`src/rtl/reg_file_arbiter.sv`:
```
// reg_file_arbiter: shares the 8x16 register file between execute-stage operand reads and writeback-stage result writes.
// Latency: read grant to rd_valid 3 cycles, write grant to wr_done 2 cycles; one register-file operation in flight at a time.
// Backpressure: requesters hold req until their grant pulse; grants are only decoded in IDLE, so a busy arbiter simply stalls them.
// Optional feature: define REGARB_FWD_EN to let a read bypass a pending write to the same register (operand forwarded from wr_data).
module reg_file_arbiter #(
  parameter int DATA_W        = 16,
  parameter int ADDR_W        = 3,
  parameter int MAX_WR_STREAK = 4
) (
  input  logic              clk,
  input  logic              rst_n,
  // execute-stage read port
  input  logic              rd_req,
  input  logic [ADDR_W-1:0] rd_addr1,
  input  logic [ADDR_W-1:0] rd_addr2,
  output logic              rd_grant,
  output logic              rd_valid,
  output logic [DATA_W-1:0] rd_data1,
  output logic [DATA_W-1:0] rd_data2,
  // writeback-stage write port
  input  logic              wr_req,
  input  logic [ADDR_W-1:0] wr_addr,
  input  logic [DATA_W-1:0] wr_data,
  output logic              wr_grant,
  output logic              wr_done,
  // register file side
  output logic              Reg_load,
  output logic [ADDR_W-1:0] Reg_addr_op1,
  output logic [ADDR_W-1:0] Reg_addr_op2,
  output logic [DATA_W-1:0] Reg_data_op1,
  output logic [DATA_W-1:0] Reg_data_op2,
  input  logic [DATA_W-1:0] Reg_Out_op1,
  input  logic [DATA_W-1:0] Reg_Out_op2
);

  typedef enum logic [1:0] {
    IDLE       = 2'd0,
    RD_ISSUE   = 2'd1,
    RD_CAPTURE = 2'd2,
    WR_ISSUE   = 2'd3
  } state_t;

  localparam int                  STREAK_W   = $clog2(MAX_WR_STREAK + 1);
  localparam logic [STREAK_W-1:0] STREAK_MAX = STREAK_W'(MAX_WR_STREAK);

  state_t              state;
  logic [STREAK_W-1:0] streak;       // consecutive write grants while a read waited
  logic                streak_full;
  logic                pick_wr;
  logic                pick_rd;

`ifdef REGARB_FWD_EN
  // Operand bypass state captured when a read overtakes a pending write.
  logic                fwd1;
  logic                fwd2;
  logic [DATA_W-1:0]   fwd_data;
`else
  logic                hazard;
`endif

  // Arbitration decision from the live request lines; only acted on in IDLE.
  always_comb begin
    streak_full = (streak == STREAK_MAX);
`ifdef REGARB_FWD_EN
    // Forwarding makes read-after-write ordering safe, so only the streak limit matters.
    pick_wr = wr_req && (!rd_req || !streak_full);
`else
    // Without forwarding a read touching the pending destination must wait for the write.
    hazard  = rd_req && wr_req && ((wr_addr == rd_addr1) || (wr_addr == rd_addr2));
    pick_wr = wr_req && (!rd_req || !streak_full || hazard);
`endif
    pick_rd = rd_req && !pick_wr;
  end

  // Grants are decoded straight from IDLE so a requester sees acceptance in the cycle its request is sampled.
  assign rd_grant = (state == IDLE) && pick_rd;
  assign wr_grant = (state == IDLE) && pick_wr;

  // Main sequencer: arbitration, register-file drive, operand capture and completion pulses.
  always_ff @(posedge clk or negedge rst_n) begin
    if (!rst_n) begin
      state        <= IDLE;
      streak       <= '0;
      rd_valid     <= 1'b0;
      wr_done      <= 1'b0;
      rd_data1     <= '0;
      rd_data2     <= '0;
      Reg_load     <= 1'b0;
      Reg_addr_op1 <= '0;
      Reg_addr_op2 <= '0;
      Reg_data_op1 <= '0;
      Reg_data_op2 <= '0;
`ifdef REGARB_FWD_EN
      fwd1         <= 1'b0;
      fwd2         <= 1'b0;
      fwd_data     <= '0;
`endif
    end else begin
      rd_valid <= 1'b0;
      wr_done  <= 1'b0;
      Reg_load <= 1'b0;
      case (state)
        IDLE: begin
          // A read that is not waiting cannot be starved, so the streak restarts.
          if (!rd_req) begin
            streak <= '0;
          end
          if (pick_wr) begin
            // Address/data registers double as the latched request; they hold after the op.
            state        <= WR_ISSUE;
            Reg_load     <= 1'b1;
            Reg_addr_op1 <= wr_addr;
            Reg_addr_op2 <= wr_addr;
            Reg_data_op1 <= wr_data;
            Reg_data_op2 <= wr_data;
            if (rd_req && !streak_full) begin
              streak <= streak + 1'b1;
            end
          end else if (pick_rd) begin
            state        <= RD_ISSUE;
            Reg_addr_op1 <= rd_addr1;
            Reg_addr_op2 <= rd_addr2;
            streak       <= '0;
`ifdef REGARB_FWD_EN
            fwd1     <= wr_req && (wr_addr == rd_addr1);
            fwd2     <= wr_req && (wr_addr == rd_addr2);
            fwd_data <= wr_data;
`endif
          end
        end
        RD_ISSUE: begin
          // Register file samples the addresses at the end of this cycle.
          state <= RD_CAPTURE;
        end
        RD_CAPTURE: begin
          state    <= IDLE;
          rd_valid <= 1'b1;
`ifdef REGARB_FWD_EN
          rd_data1 <= fwd1 ? fwd_data : Reg_Out_op1;
          rd_data2 <= fwd2 ? fwd_data : Reg_Out_op2;
`else
          rd_data1 <= Reg_Out_op1;
          rd_data2 <= Reg_Out_op2;
`endif
        end
        WR_ISSUE: begin
          // Register file commits at the end of this cycle; Reg_load falls by default.
          state   <= IDLE;
          wr_done <= 1'b1;
        end
        default: begin
          state <= IDLE;
        end
      endcase
    end
  end

endmodule

```
`config.mk`:
```
export PLATFORM = sky130hd
export DESIGN_NAME = reg_file_arbiter
export DESIGN_NICKNAME = d
export VERILOG_FILES = /design/src/rtl/reg_file_arbiter.sv
export SDC_FILE = /design/constraint.sdc
export NUM_CORES = 1
export LEC_CHECK = 0
export ABC_AREA = 1
export BUFFER_PORTS_ARGS = -buffer_cell sky130_fd_sc_hd__buf_4
export CORE_MARGIN = 10
export CORE_UTILIZATION = 49
export DETAILED_ROUTE_END_ITERATION = 12
export PLACE_DENSITY = 0.85
export SYNTH_ARGS = -nofsm -noshare
export SYNTH_HDL_FRONTEND = slang
export SYNTH_SLANG_ARGS = --single-unit
```
`constraint.sdc`:
```
create_clock -name clk -period 3.8 [get_ports clk]
set_clock_uncertainty 0.1 [all_clocks]
set_input_delay 0.76 -clock clk [delete_from_list [all_inputs] [get_ports clk]]
set_output_delay 0.76 -clock clk [all_outputs]
set_load 0.02 [all_outputs]
```
==> metrics <==
outcome=finished, final reports clean; CP endpoint=rd_grant; die footprint=8909 um^2; Slowest cell on crit path=dfrtp_1; max incr delay on CP=0.39 ns; Unique masters post-synth=17; crit path launch=streak[0]; GRT Total Usage=17.45%; critical-path maximum fanout=9; cells after synthesis=330; Crit. path cell count=9; top cell type by total area after synthesis=dfrtp_1; Rel. slew slack=35.95%; FMAX=376.3 MHz; CP required=2.94 ns; # Post-CTS Setup Buffers=0; I/O pin count=136; Hold Startpoint=rd_data2[10]; drt wl/cell=14.86 um; Port Buffers=135; DRT iter0 DRCs=92; post-DP HPWL=5.990 mm; VDD IR max=0.0005524 V; syn avg cell area=8.216 um^2; Initial Utilization=49.85%; Die Y=94.39 um; Worst Setup Start Kind=flip-flop; antenna cells=0; routed via count=2507; total clock sinks=62; top post-synthesis cells by area=dfrtp_1 (57%), nand2_1 (28%), buf_4 (4.7%); Pwr Density=927.8 nW/um^2; nets@finish=516; number of H-tree levels=3; Post-Syn Nets=393; vias per cell=4.739; layout cell share with drive strength beyond 1=34.79%; Buf/Inv on CP=3; P&R area growth vs syn=42.82%; Final period util=69.93%; synthesized area=2711 um^2; top-area cell type share of the netlist area=57.22%; DRT Pass-1 Iters=4; clock tree from TritonCTS=yes; multi-input logic area=909.6 um^2; DRT antenna net count=0; r2r endpoint=Reg_data_op2[1]; post-synthesis sequential area ratio=57.22%; Max Slew Vio Count=0; crit-path most repeated cell=inv_1; CP Class=flip-flop to output port; RR Startpoint=streak[0]; largest net degree at the start of global routing=63; CTS Hold Buffers Added=0; register bit total from synthesis=62; first-pass GRT wire length=12.36 mm; critical path cell sequence=inv_1 > ha_1 > nand3_1 > inv_1 > nand3_2 > nand2_4 > nand2_1 > nor2_1 > buf_4; root buffer cell=clkbuf_8; number of antenna violations at the first check in global routing=0; capturing element type of the critical path=output port; Top Family by Delay on Critical Path=simple AND/OR/NAND/NOR gates; gpl congestion=0.7951; number of core rows=27; clk buf depth=2; Seq. cell area=1551 um^2; core area=5439 um^2; max capacitance violation total=0; RSZ-0062 raised after global routing=no; Fin. Hold Viols=0; FILL cells=430; setup tns final=0 ns; reg2reg setup slack=1.78 ns; clock latency on the worst-skew pair=0.32 ns; Worst Path Arrival=1.80 ns; slew of the pin with the lowest slew margin=0.9597 ns; leak pwr=2.274 nW; # resized after CTS=0; Die Wd=94.39 um; Syn. warnings=0; setup ws final=1.143 ns; clock-pin slew on the worst setup and hold paths=0.06 ns; TritonCTS Buffers=9; pre-CTS setup slack=1.267 ns; total grt overflow=0; min-delay worst type=flip-flop to flip-flop; WL final=7.862 mm; drt drc=0; vias in the first global route=2534; Tmin final=2.657 ns; final setup fails=0; reg2reg path depth=11
worst reg2reg max path: stages (launching register included):
cell and delay (ns):
dfrtp_1 0.39, inv_1 0.11, ha_1 0.20, nand3_1 0.12
inv_1 0.08, nand3_2 0.13, nand2_4 0.15, nor2_4 0.06
buf_4 0.20, inv_2 0.26, nand2_1 0.10, nand2_1 0.07
kinds of logic after synthesis:
group / after synthesis / share of synthesized area [%]
buffers and inverters: 44 / 9.322
flip-flops: 62 / 57.22
adder cells (fa/ha/maj): 2 / 0.9228
AO/OA/AOI/OAI: 8 / 1.523
AND/OR/NAND/NOR: 214 / 31.01
metrics by stage:
| step | instance area (um^2) | util, % | std cells | hold WS [ns] | power, mW |
|---|---|---|---|---|---|
| global route | 3872 | 71.20 | 529 | 0.3957 | 3.852 |
| global placement | 3651 | 67.13 | 514 | 0.3554 | 2.931 |
| floorplan | 2711 | - | 330 | 0.3587 | 2.255 |
| CTS | 3872 | 71.20 | 529 | 0.3753 | 3.639 |
| detailed placement | 3651 | 67.13 | 514 | 0.3595 | 2.992 |
| finish | 3872 | 71.20 | 529 | 0.3745 | 3.593 |
state kept, by name (all words and copies together) (netlist names):
register,flops
rd_valid,1
Reg_load,1
rd_data1,16
rd_data2,16
Reg_data_op2,16
state,2
streak,3
Reg_addr_op1,3
wr_done,1
Reg_addr_op2,3
final cells by class:
class                      count  area share (%)
sequential                    62           40.06
timing repair buffer         137           26.56
multi-input combinational    224           23.49
clock buffer                  11           3.910
tap                           72           2.326
inverter                      19           1.842
clock inverter                 4           1.809
synthesized netlist by cell type, drive strengths merged:
library cell  count
buf              19
clkbuf            6
dfrtp            62
ha                2
inv              19
nand2           200
nand3            10
nor2              4
o21ai             7
o22ai             1
per-layer routing:
metal | track usage (%) | part of all wire, % | vias up
li1 | - | - | 1222
met1 | 19.52 | 38 | 1177
met2 | 29.92 | 51 | 92
met3 | 5.393 | 8.7 | 16
met4 | 7.722 | 2.4 | 0
met5 | 0 | 0 | -
layout by cell type (no fill, tap or decap), types with 6 or more instances in the layout:
master / instances
nand3_1: 8
clkbuf_8: 11
o21ai_0: 6
nand2_1: 199
inv_1: 17
buf_4: 137
dfrtp_1: 62
power breakdown:
group	switching (mW)	internal (mW)	leakage, nW	total (mW)
Sequential	0.197	0.975	0.772	1.17
Clock	0.235	0.399	0.115	0.634
Combinational	1.10	0.690	1.39	1.79
worst min-delay path by stage:
| stage | end | slack, ns | cells after the start |
|---|---|---|---|
| floorplan | Reg_addr_op1[0] | 0.36 | 0 |
| global placement | rd_data1[1] | 0.36 | 2 |
| detailed placement | rd_data2[10] | 0.36 | 2 |
| CTS | rd_data2[10] | 0.38 | 2 |
| global route | rd_data1[7] | 0.40 | 2 |
| finish | rd_data2[10] | 0.37 | 2 |
Power figures use the tool's default switching activity.
